--- src/rtl/decode_stage_skid_if.sv ---
// Handshake and payload bundle between fetch, the decode skid stage and execute.
// The slave view belongs to the decode stage; the master view belongs to whoever
// drives fetch-side inputs and consumes execute-side outputs.
interface decode_stage_skid_if #(
    parameter int OPC_W     = 5,
    parameter int REG_W     = 4,
    parameter int IMM_IN_W  = 16,
    parameter int IMM_OUT_W = 32,
    parameter int CNT_W     = 16
) ();
    // Fetch side
    logic                 in_valid;
    logic                 in_ready;
    logic [OPC_W-1:0]     opcode_in;
    logic [REG_W-1:0]     dest_in;
    logic [REG_W-1:0]     s1_in;
    logic [REG_W-1:0]     s2_in;
    logic [IMM_IN_W-1:0]  imm_in;
    logic                 flush;

    // Execute side
    logic                 out_valid;
    logic                 out_ready;
    logic [OPC_W-1:0]     opcode_out;
    logic [REG_W-1:0]     dest_out;
    logic [REG_W-1:0]     s1_out;
    logic [REG_W-1:0]     s2_out;
    logic [IMM_OUT_W-1:0] imm_out;
    logic [CNT_W-1:0]     stall_cnt;

    modport slave (
        input  in_valid, opcode_in, dest_in, s1_in, s2_in, imm_in, flush, out_ready,
        output in_ready, out_valid, opcode_out, dest_out, s1_out, s2_out, imm_out, stall_cnt
    );

    modport master (
        output in_valid, opcode_in, dest_in, s1_in, s2_in, imm_in, flush, out_ready,
        input  in_ready, out_valid, opcode_out, dest_out, s1_out, s2_out, imm_out, stall_cnt
    );
endinterface

--- src/rtl/decode_stage_skid.sv ---
// Decode pipeline register with a 2-entry skid buffer between fetch and execute.
// The main entry drives the execute-side outputs directly; the skid entry absorbs
// the one instruction that may arrive while execute is stalling, so in_ready is
// a pure flop output with no combinational path from out_ready. The immediate
// is extended once at capture, and a saturating counter tracks stalled cycles.
module decode_stage_skid #(
    parameter int OPC_W     = 5,
    parameter int REG_W     = 4,
    parameter int IMM_IN_W  = 16,
    parameter int IMM_OUT_W = 32,
    parameter int SIGN_EXT  = 1,
    parameter int CNT_W     = 16
) (
    input  logic                 clk,
    input  logic                 reset,
    decode_stage_skid_if.slave   bus
);

    typedef struct packed {
        logic [OPC_W-1:0]     opc;
        logic [REG_W-1:0]     dest;
        logic [REG_W-1:0]     s1;
        logic [REG_W-1:0]     s2;
        logic [IMM_OUT_W-1:0] imm;
    } payload_t;

    // Widen the fetch immediate; the signed cast replicates the MSB when enabled.
    function automatic logic [IMM_OUT_W-1:0] ext_imm(input logic [IMM_IN_W-1:0] imm);
        logic signed [IMM_IN_W-1:0] simm;
        simm = imm;
        if (SIGN_EXT != 0) begin
            return IMM_OUT_W'(simm);
        end
        return IMM_OUT_W'(imm);
    endfunction

    // Increment that sticks at all-ones instead of wrapping.
    function automatic logic [CNT_W-1:0] sat_inc(input logic [CNT_W-1:0] c);
        if (c == '1) begin
            return c;
        end
        return c + CNT_W'(1);
    endfunction

    payload_t         in_p0;
    payload_t         main_p1;
    payload_t         skid_p1;
    logic             main_vld_p1;
    logic             skid_vld_p1;
    logic [CNT_W-1:0] stall_p1;
    logic             accept;
    logic             drain;

    // ---- stage 0: capture-side payload and handshake terms ----
    assign in_p0 = '{opc:  bus.opcode_in,
                     dest: bus.dest_in,
                     s1:   bus.s1_in,
                     s2:   bus.s2_in,
                     imm:  ext_imm(bus.imm_in)};

    // in_ready depends only on the skid flop, so accepting never needs out_ready.
    assign accept = bus.in_valid & ~skid_vld_p1;
    assign drain  = main_vld_p1 & bus.out_ready;

    // Main/skid entries: reset and flush empty both; otherwise refill in FIFO order.
    always_ff @(posedge clk) begin
        if (reset || bus.flush) begin
            main_vld_p1 <= 1'b0;
            skid_vld_p1 <= 1'b0;
            main_p1     <= '0;
            skid_p1     <= '0;
        end else if (!main_vld_p1 || drain) begin
            if (skid_vld_p1) begin
                // Older skid instruction advances; a new one (if any) backfills skid.
                main_p1     <= skid_p1;
                main_vld_p1 <= 1'b1;
                skid_vld_p1 <= accept;
                if (accept) begin
                    skid_p1 <= in_p0;
                end
            end else begin
                main_vld_p1 <= accept;
                if (accept) begin
                    main_p1 <= in_p0;
                end
            end
        end else if (accept) begin
            // Main is held by a stalled execute stage: park the arrival in skid.
            skid_p1     <= in_p0;
            skid_vld_p1 <= 1'b1;
        end
    end

    // Stall counter: counts offered-but-refused cycles, survives flush.
    always_ff @(posedge clk) begin
        if (reset) begin
            stall_p1 <= '0;
        end else if (main_vld_p1 && !bus.out_ready) begin
            stall_p1 <= sat_inc(stall_p1);
        end
    end

    // ---- stage 1: registered outputs ----
    assign bus.in_ready   = ~skid_vld_p1;
    assign bus.out_valid  = main_vld_p1;
    assign bus.opcode_out = main_p1.opc;
    assign bus.dest_out   = main_p1.dest;
    assign bus.s1_out     = main_p1.s1;
    assign bus.s2_out     = main_p1.s2;
    assign bus.imm_out    = main_p1.imm;
    assign bus.stall_cnt  = stall_p1;

endmodule
--- src/flat_wrapper.sv ---
// flat-port wrapper written by rule: the top's interface ports become plain ports
module decode_stage_skid_flat 
#(
    parameter int OPC_W     = 5,
    parameter int REG_W     = 4,
    parameter int IMM_IN_W  = 16,
    parameter int IMM_OUT_W = 32,
    parameter int SIGN_EXT  = 1,
    parameter int CNT_W     = 16
)
  (clk, reset, bus_in_valid, bus_opcode_in, bus_dest_in, bus_s1_in, bus_s2_in, bus_imm_in, bus_flush, bus_out_ready, bus_in_ready, bus_out_valid, bus_opcode_out, bus_dest_out, bus_s1_out, bus_s2_out, bus_imm_out, bus_stall_cnt);
  decode_stage_skid_if #(.OPC_W(OPC_W), .REG_W(REG_W), .IMM_IN_W(IMM_IN_W), .IMM_OUT_W(IMM_OUT_W), .CNT_W(CNT_W)) bus_i ();
  input  logic clk;
  input  logic reset;
  input wire logic [$bits(bus_i.in_valid)-1:0] bus_in_valid;
  input wire logic [$bits(bus_i.opcode_in)-1:0] bus_opcode_in;
  input wire logic [$bits(bus_i.dest_in)-1:0] bus_dest_in;
  input wire logic [$bits(bus_i.s1_in)-1:0] bus_s1_in;
  input wire logic [$bits(bus_i.s2_in)-1:0] bus_s2_in;
  input wire logic [$bits(bus_i.imm_in)-1:0] bus_imm_in;
  input wire logic [$bits(bus_i.flush)-1:0] bus_flush;
  input wire logic [$bits(bus_i.out_ready)-1:0] bus_out_ready;
  output wire logic [$bits(bus_i.in_ready)-1:0] bus_in_ready;
  output wire logic [$bits(bus_i.out_valid)-1:0] bus_out_valid;
  output wire logic [$bits(bus_i.opcode_out)-1:0] bus_opcode_out;
  output wire logic [$bits(bus_i.dest_out)-1:0] bus_dest_out;
  output wire logic [$bits(bus_i.s1_out)-1:0] bus_s1_out;
  output wire logic [$bits(bus_i.s2_out)-1:0] bus_s2_out;
  output wire logic [$bits(bus_i.imm_out)-1:0] bus_imm_out;
  output wire logic [$bits(bus_i.stall_cnt)-1:0] bus_stall_cnt;
  assign bus_i.in_valid = bus_in_valid;
  assign bus_i.opcode_in = bus_opcode_in;
  assign bus_i.dest_in = bus_dest_in;
  assign bus_i.s1_in = bus_s1_in;
  assign bus_i.s2_in = bus_s2_in;
  assign bus_i.imm_in = bus_imm_in;
  assign bus_i.flush = bus_flush;
  assign bus_i.out_ready = bus_out_ready;
  assign bus_in_ready = bus_i.in_ready;
  assign bus_out_valid = bus_i.out_valid;
  assign bus_opcode_out = bus_i.opcode_out;
  assign bus_dest_out = bus_i.dest_out;
  assign bus_s1_out = bus_i.s1_out;
  assign bus_s2_out = bus_i.s2_out;
  assign bus_imm_out = bus_i.imm_out;
  assign bus_stall_cnt = bus_i.stall_cnt;
  decode_stage_skid #(.OPC_W(OPC_W), .REG_W(REG_W), .IMM_IN_W(IMM_IN_W), .IMM_OUT_W(IMM_OUT_W), .SIGN_EXT(SIGN_EXT), .CNT_W(CNT_W)) u_core (.clk(clk), .reset(reset), .bus(bus_i));
endmodule
--- config.mk ---
export PLATFORM = sky130hd
export DESIGN_NAME = decode_stage_skid_flat
export DESIGN_NICKNAME = d
export VERILOG_FILES = /design/src/rtl/decode_stage_skid_if.sv /design/src/rtl/decode_stage_skid.sv /design/src/flat_wrapper.sv
export SDC_FILE = /design/constraint.sdc
export NUM_CORES = 1
export LEC_CHECK = 0
export BUFFER_PORTS_ARGS = -buffer_cell sky130_fd_sc_hd__buf_2
export CORE_AREA = 2 2 87 89
export DETAILED_ROUTE_END_ITERATION = 10
export DIE_AREA = 0 0 89 91
export MAX_ROUTING_LAYER = met4
export PLACE_DENSITY_LB_ADDON = 0.3
export RECOVER_POWER = 100
export SYNTH_ARGS = -nofsm -noshare
export SYNTH_HDL_FRONTEND = slang
export SYNTH_SLANG_ARGS = --single-unit
--- constraint.sdc ---
create_clock -name clk -period 2.1 [get_ports clk]
set_clock_uncertainty 0.2 [all_clocks]
set_input_delay 0.42 -clock clk [delete_from_list [all_inputs] [get_ports clk]]
set_output_delay 0.42 -clock clk [all_outputs]
set_load 0.02 [all_outputs]
; ---- Yosys cells after proc, flatten, opt, wreduce, memory -nomap -nowiden
; Index checks and enable logic that the tools add are counted.
; W data, S select, Z words.
[totals]
output_inout_bits = 67
wordCells = 42
register_bits = 116
in_bits = 38
[classes]
n_bitwise = 3
addsub = 1
n_mux = 13
n_eq_ne = 3
reduce_logical = 9
[op_table]
columns = op, count
row1 = $mux W49, 5
row2 = $add A16 B1 Y16 const B, 1
row3 = $eq A16 B16 Y1 const B, 1
row4 = $mux W16, 1
row5 = $mux W1, 7
row6 = $reduce_and A2 Y1, 2
row7 = $reduce_bool A2 Y1, 2
row8 = $and A1 B1 Y1, 2
row9 = $logic_not A1 Y1, 2
row10 = $logic_or A1 B1 Y1, 2
row11 = $ne A2 B1 Y1 const B, 1
row12 = $ne A2 B2 Y1 const B, 1
row13 = $logic_and A1 B1 Y1, 1
row14 = $not A1 Y1, 1

; ---- Logic depth before layout (Yosys ltp)
; Gate-level depths: netlist of the first run.
[depth]
word_depth = 6
mapped_depth = 7

; ---- Worst setup path before layout of the first run
; OpenSTA, ideal clock, no wires.
[synth_path]
path_kind = register -> register
from = register u_core.stall_p1[0], in the netlist u_core.bus.stall_cnt[0]
to = register u_core.stall_p1[8], in the netlist u_core.bus.stall_cnt[8]
arrival_ns = 1.754
path_buffers = 0
stages_incl_launch_ff = 6
synth_period_minus_slack_ns = 2.023
required_time_ns = 1.830
setup_slack_ns = 0.077
setup_ns = 0.070
path_cell_list = dfxtp_1 ha_1 and3_4 nand4_1 or4_1 a21oi_1
[synth_between]
elab_chain_cells = 6
word_cells_on_any_way = 8
[synth_lines]
columns = item, line
row1 = "start, declared", decode_stage_skid.sv:50  ; logic [CNT_W-1:0] stall_p1;
row2 = "start signal, assigned", decode_stage_skid.sv:99  ; stall_p1 <= sat_inc(stall_p1);
row3 = $eq A16 B16 Y1, decode_stage_skid.sv:39  ; if (c == '1) begin
row4 = $mux W1, decode_stage_skid.sv:39
row5 = $mux W1, decode_stage_skid.sv:98  ; end else if (main_vld_p1 && !bus.out_ready) begin
row6 = $mux W1, decode_stage_skid.sv:96  ; if (reset) begin
row7 = $ne A2 B2 Y1 (no source line), -
row8 = $reduce_and A2 Y1 (no source line), -
; Parallel ways exist; a longest one is shown, timed or not. The select of a mux whose other input is x is not followed.
; A chain may end at the register's enable or synchronous reset.

; ---- Worst setup path after layout of the first run
[layout_path]
from = register u_core.skid_vld_p1
to = output port bus_in_ready
[layout_between]
elab_chain_cells = 1
[layout_lines]
columns = item, line
row1 = "start, declared", decode_stage_skid.sv:49  ; logic skid_vld_p1;
row2 = "start signal, assigned", decode_stage_skid.sv:77  ; skid_vld_p1 <= accept;
row3 = $not A1 Y1, decode_stage_skid.sv:104  ; assign bus.in_ready = ~skid_vld_p1;
row4 = "end, declared", flat_wrapper.sv:23  ; output wire logic [$bits(bus_i.in_ready)-1:0] bus_in_ready;
; Every way passes these cells.

==> flow_summary_export.csv, run 1 <==
group,metric,value,unit
clock_tree,cts_buffers,9,
routing,drtIter0Drc,111,
timing,min_period,2.01,ns
synth,yosysTopAreaCell,"dfxtp_1",
finish,fin_nets,552,
routing,vias,3248,
die,initial_core_util,51.1,%
job,drv_cap,0,
min_path,hp-class,"input pin to flop",
pwr,p_leak,0.00167,uW
die,core_area,7140,sq um
global_route,grt_use_total,21.3,%
pwr,power_frac_seq,52.2,%
global_route,grt_pass1_wl,13400,um
placed_design,dp_hpwl,5690,um
timing,min_period_over_period,95.9,%
timing,worst_slew_pin_slew,0.904,ns
synth,synthCells,422,
global_route,grt_max_degree,42,
global_route,first_global_vias,2869,
routing,wl_per_cell,13.3,um
pwr,combPwrFrac,9.7,%
finish,final_cell_mix,"dfxtp_1 (82), buf_2 (71), nand2_1 (70)",
clock_tree,ctsHtreeMaxLevel,3,
timing,drv_slew,0,
routing,wirelength,8210,um
synth,netlist_area,3650,sq um
pwr,ir_worst_vdd,454,uV
finish,fill_cells,648,
timing,whs,0.106,ns
clock_tree,clk_pin_slew,0.09,ns
clock_tree,clock-root-buffer,"clkbuf_8",
timing,setup_viol,0,
pwr,p_sw,822,uW
synth,synth_cell_type_count,33,
timing,clock.fmax,496,MHz
clock_tree,cts_tree,"done",
synth,yosys_warnings,0,
critical_path,crit_type,"flop to output port",
timing,setup_ws,0.0854,ns
critical_path,endpoint_kind,"output port",
outcome,outcome,"finished clean",
global_route,antenna_found_initial,0,
die,dieArea,8100,sq um
timing,rsz0062_at_grt,"true",
synth,seq_area_frac_synth,46.1,%
timing,hold_violations,0,
synth,syn-num-nets,461,
placed_design,place.gp.congestion,0.824,
finish,final_core_util,62.4,%
timing,setup_tns,0,ns
placed_design,placed_area,4260,sq um
routing,viasPerCell,5.26,
clock_tree,insertion_delay,0.35,ns
critical_path,path_max_fanout,34,
routing,drt_pass1_iterations,4,
die,die_x,89,um
critical_path,cp.required,1.48,ns
synth,synth.area.top_cells,"dfxtp_1 (46%), mux2i_1 (9.3%), nand2_1 (7.2%)",
timing,maxSlewHeadroom,39.6,%
finish,final_cell_area,4450,sq um
routing,drtAntennaViolNets,0,
clock_tree,cts.sink_count,84,
clock_tree,hold_buffers,0,
placed_design,pre_cts_slack,-0.0847,ns
critical_path,crit_arrival,1.39,ns
pwr,p_clk_share,38.1,%
pwr,power.density,708,nW/um^2
pwr,p_int,2330,uW
critical_path,start_kind,"flop",
clock_tree,cts_max_path_buffers,2,
finish,area_growth,22.0,%
global_route,grt-ovfl-total,0,
finish,drive_above_1_share,23.9,%
placed_design,place.port_buffers,104,
die,io_pins,105,
synth,ys_seq_elements,84,
finish,final_common_cell,"dfxtp_1",
die,rows,31,
finish,diodes,0,
die,die_y,91,um
pwr,netSwitchingFraction,26.1,%
synth,yosysTopAreaCellShare,46.1,%
routing,drc,0,
synth,syn_area_per_cell,8.65,sq um
synthesized netlist by cell type:
| master | count |
|---|---|
| inv_1 | 4 |
| nor3_4 | 1 |
| or3_1 | 3 |
| nor4_1 | 1 |
| nand4_1 | 5 |
| or4_1 | 4 |
| ha_1 | 1 |
| nor2b_1 | 5 |
| a41oi_1 | 1 |
| mux2_1 | 5 |
| nand4_2 | 2 |
| and4b_4 | 1 |
| clkbuf_1 | 14 |
| buf_1 | 3 |
| o21ai_0 | 3 |
| nor2_1 | 43 |
| mux2i_1 | 34 |
| and3_1 | 2 |
| or2_2 | 1 |
| o31ai_1 | 5 |
| nor4_2 | 1 |
| nand3_1 | 8 |
| nand2b_1 | 4 |
| a211oi_1 | 33 |
| buf_2 | 11 |
| a21oi_1 | 49 |
| and3_4 | 1 |
| dfxtp_1 | 84 |
| nor3_1 | 4 |
| nand2_1 | 70 |
| and4_2 | 1 |
| buf_4 | 17 |
| and4_1 | 1 |
cells by family after synthesis:
family	after synthesis	share of synthesized area, %
flops	84	46.1
mux	39	10.9
compound gates	91	15.2
fa+ha+maj	1	0.343
buf+inv	49	7.16
simple gates	158	20.4
power by group through the flow:
stage | Combinational, uW | Clock (uW) | Sequential, uW
after detailed placement | 314 | 0 | 1680
after floorplan | 159 | 0 | 1720
after CTS | 316 | 1230 | 1650
final | 306 | 1200 | 1650
after global routing | 338 | 1300 | 1650
after global placement | 308 | 0 | 1680
what timing repair did:
| action | 4_1_cts | 5_1_grt |
|---|---|---|
| setup endpoints to repair | 2 | 15 |
| resized for setup | 2 | 7 |
| cloned | 0 | 0 |
| pin swaps | 1 | 7 |
| buffers inserted | 0 | 1 |
final cells by class:
type                            instances  area (sq um)  share of cell area (%)
Inverter                                4          15.0                   0.337
Clock buffer                           10           138                    3.09
Clock inverter                          6          71.3                    1.60
Multi-Input combinational cell        289          1750                    39.2
Sequential cell                        84          1680                    37.8
Timing Repair Buffer                  125           676                    15.2
Tap cell                               99           124                    2.78
metrics by stage:
step,total power (uW),cells
6_report,3150,617
3_5_place_dp,2000,600
4_1_cts,3190,616
5_1_grt,3290,617
2_1_floorplan,1880,422
3_3_place_gp,1990,600
critical path, cell delays in order, from the launching register on:
cell and delay, ns:
dfxtp_2 0.35, buf_6 0.37, inv_1 0.15, buf_2 0.19
flip-flops by register name, indices dropped and copies added (netlist names):
signal / flops
u_core.bus.dest_out: 4
u_core.bus.stall_cnt: 16
u_core.bus.imm_out: 16
u_core.bus.opcode_out: 5
u_core.skid_p1: 33
u_core.skid_vld_p1: 1
u_core.bus.s1_out: 4
u_core.bus.s2_out: 4
u_core.bus.out_valid: 1
path summary, 6_finish.rpt:
| check | start | to | slack (ns) | cells after the start |
|---|---|---|---|---|
| hold reg to reg | u_core.skid_p1[48]$_SDFFE_PP0P_ | u_core.skid_p1[48]$_SDFFE_PP0P_ | 0.26 | 2 |
| setup / recovery | u_core.skid_vld_p1$_SDFFE_PP0P_ | bus_in_ready | 0.09 | 3 |
| setup reg to reg | u_core.bus.out_valid$_SDFFE_PP0N_ | u_core.bus.s2_out[2]$_SDFFE_PP0P_ | 0.13 | 5 |
| hold / removal | bus_s2_in[0] | u_core.skid_p1[32]$_SDFFE_PP0P_ | 0.11 | 3 |
routing by layer:
layer,track usage (%),share of wire (%)
met5,-,0
met4,5.35,0.93
met3,5.91,6.2
met2,32.5,47
met1,28.2,46
Power figures use the tool's default switching activity.
==> run 2: changes to the inputs <==
--- a/config.mk
+++ b/config.mk
@@ -5,10 +5,11 @@
 export SDC_FILE = /design/constraint.sdc
 export NUM_CORES = 1
 export LEC_CHECK = 0
+export ABC_AREA = 1
 export BUFFER_PORTS_ARGS = -buffer_cell sky130_fd_sc_hd__buf_2
-export CORE_AREA = 2 2 87 89
+export CORE_AREA = 2 2 90 92
 export DETAILED_ROUTE_END_ITERATION = 10
-export DIE_AREA = 0 0 89 91
+export DIE_AREA = 0 0 92 94
 export MAX_ROUTING_LAYER = met4
 export PLACE_DENSITY_LB_ADDON = 0.3
 export RECOVER_POWER = 100
==> flow_summary_export.csv, run 2 <==
group,metric,value,unit
outcome,outcome,"finished clean",
critical_path,critPathTopFamily,"buffers and inverters",
synth,synthAdderAreaFrac,0.313,%
synth,synth-simple-area-share,24.9,%
clock_tree,cts_tree,"done",
clock_tree,insertion_delay,0.34,ns
critical_path,cp_cell_sequence,"nand2_1, inv_1, nand3_4, inv_1, buf_12, nor2_1, a211oi_1",
synth,synth_top_family_by_area,"simple AND/OR/NAND/NOR gates",
synth,syn-num-nets,570,
timing,hold_violations,0,
global_route,grtUsageMet3,3.37,%
clock_tree,clock-root-buffer,"clkbuf_8",
critical_path,start_kind,"flop",
timing,drv_slew,0,
die,rows,32,
placed_design,place.gp.congestion,0.848,
synth,yosysTopAreaCellShare,42.0,%
die,die_x,92,um
synth,ys_seq_elements,84,
synth,seq_area_frac_synth,42.0,%
timing,clock.fmax,530,MHz
finish,final_common_cell,"nand2_1",
die,core_area,7610,sq um
critical_path,cp.required,2.15,ns
finish,fin_nets,647,
synth,synth_edf_count,0,
min_path,hp-class,"input pin to flop",
routing,drt_pass1_iterations,4,
synth,synth_mux_area_share,0,%
global_route,use_met2,32.4,%
die,io_pins,105,
finish,final_cell_mix,"nand2_1 (139), dfxtp_1 (83), clkbuf_1 (68)",
finish,largest_reg_flops,33,
routing,viasPerCell,4.94,
routing,wirelength,8450,um
clock_tree,cts_buffers,9,
global_route,grt_use_total,20.2,%
synth,synth-xor-area-share,0,%
synth,yosysTopAreaCell,"dfxtp_1",
clock_tree,cts_resized,0,
finish,fill_cells,782,
clock_tree,cts_setup_buffers,0,
clock_tree,ctsHtreeMaxLevel,3,
pwr,p_leak,0.00176,uW
die,initial_core_util,52.6,%
global_route,grt_pass1_wl,14000,um
synth,synthCells,531,
clock_tree,hold_buffers,0,
critical_path,crit_slowest_cell,"dfxtp_1",
routing,wl_per_cell,11.8,um
timing,maxSlewHeadroom,31.8,%
synth,ys_top_cells_by_count,"nand2_1 (139), dfxtp_1 (84), nor2_1 (60)",
global_route,gr-max-usage-layer,"met2",
global_route,grt-ovfl-total,0,
synth,yosys_warnings,0,
global_route,antenna_found_initial,0,
timing,setup_viol,0,
synth,netlist_area,4000,sq um
finish,diodes,0,
timing,setup_tns,0,ns
clock_tree,cts.sink_count,84,
critical_path,path_max_fanout,32,
critical_path,critPathBufInv,3,
finish,final_core_util,59.9,%
clock_tree,cts_max_path_buffers,2,
global_route,first_global_vias,3144,
finish,seqCellArea,1680,sq um
critical_path,crit_type,"flop to flop",
job,drv_cap,0,
die,dieArea,8650,sq um
routing,drtIter0Drc,157,
synth,synth.area.top_cells,"dfxtp_1 (42%), nand2_1 (13%), a211oi_2 (7.5%)",
critical_path,crit_top_cell,"inv_1",
die,die_y,94,um
finish,top_register,"u_core.skid_p1",
synth,synth_cell_type_count,26,
critical_path,endpoint_kind,"flop",
placed_design,dp_hpwl,6010,um
finish,drive_above_1_share,16.0,%
routing,vias,3529,
pwr,ir_worst_vdd,416,uV
finish,multiInputGateArea,1780,sq um
pwr,power.density,724,nW/um^2
global_route,met1_usage,26.2,%
clock_tree,clk_pin_slew,0.08,ns
routing,drc,0,
synth,synth_most_common_cell,"nand2_1",
critical_path,cpPeakStageDelay,0.35,ns
synth,async_flop_share,0,%
critical_path,crit_arrival,1.93,ns
timing,min_period_over_period,89.8,%
global_route,grt_max_degree,33,
synth,ys.flop_type,"dfxtp_1",
synth,synth_compound_area_share,20.6,%
timing,rsz0062_at_grt,"false",
finish,area_growth,13.8,%
timing,min_period,1.89,ns
routing,drtAntennaViolNets,0,
timing,worst_slew_pin_slew,1.02,ns
synth,syn_area_per_cell,7.54,sq um
placed_design,place.port_buffers,104,
[run 2: changes by cell type after synthesis, sizes merged, moves of 6 or more]
cell / before / now
nand2: 70 / 145
inv: 4 / 46
mux2i: 34 / 0
o21ai: 3 / 26
nor2: 43 / 65
nand3: 8 / 23
a211oi: 33 / 24
a31oi: 0 / 9
buf: 31 / 40
o21bai: 0 / 9
clkbuf: 14 / 8
nand4: 7 / 1
[run 2: worst paths after layout]
| path | start | endpoint | slack (ns) | cells past startpoint |
|---|---|---|---|---|
| hold / removal | bus_imm_in[13] | u_core.skid_p1[13]$_SDFFE_PP0P_ | 0.13 | 3 |
| hold reg to reg | u_core.bus.s2_out[1]$_SDFFE_PP0P_ | u_core.bus.s2_out[1]$_SDFFE_PP0P_ | 0.27 | 2 |
| setup reg to reg | u_core.bus.out_valid$_SDFFE_PP0N_ | u_core.skid_p1[4]$_SDFFE_PP0P_ | 0.21 | 7 |
| setup / recovery | u_core.bus.out_valid$_SDFFE_PP0N_ | u_core.skid_p1[4]$_SDFFE_PP0P_ | 0.21 | 7 |
[run 2: layout make-up]
| cell class | count | area share [%] |
|---|---|---|
| Sequential cell | 84 | 37.0 |
| Clock buffer | 11 | 3.11 |
| Clock inverter | 4 | 2.14 |
| Inverter | 46 | 3.79 |
| Multi-Input combinational cell | 353 | 39.2 |
| Tap cell | 102 | 2.80 |
| Timing Repair Buffer | 114 | 12.0 |
[run 2: logic make-up after synthesis]
kind of cell    Yosys count
simple gates            236
compound gates          116
buf+inv                  94
flops                    84
fa+ha+maj                 1
[run 2: per-layer routing]
metal,vias to the layer above,routed length [um]
li1,1841,-
met1,1592,3900
met2,86,4000
met3,10,459
met4,0,87
met5,-,0
[run 2: worst register-to-register path, cell delays in order (launching register included)]
cell and delay [ns]:
dfxtp_1 0.35, nand2_1 0.15, inv_1 0.25, nand3_4 0.18
inv_1 0.20, buf_12 0.22, nor2_1 0.07, a211oi_1 0.19
[run 2: through the flow]
step / setup slack [ns] / power, uW / cells / hold WS, ns / area, sq um
global route: 0.0352 / 3430 / 714 / 0.125 / 4550
detailed placement: 0.184 / 1990 / 699 / 0.252 / 4450
global placement: 0.268 / 1980 / 699 / 0.252 / 4450
finish: 0.214 / 3300 / 714 / 0.133 / 4550
CTS: 0.254 / 3340 / 714 / 0.116 / 4690
floorplan: 0.379 / 1900 / 531 / 0.245 / 4000
[run 2: where the power goes]
group	leakage, uW	switching (uW)	internal, uW	total (uW)
sequential	0.000681	20.4	1620	1640
combinational	0.000963	197	95.8	293
clock	0.000116	544	817	1360
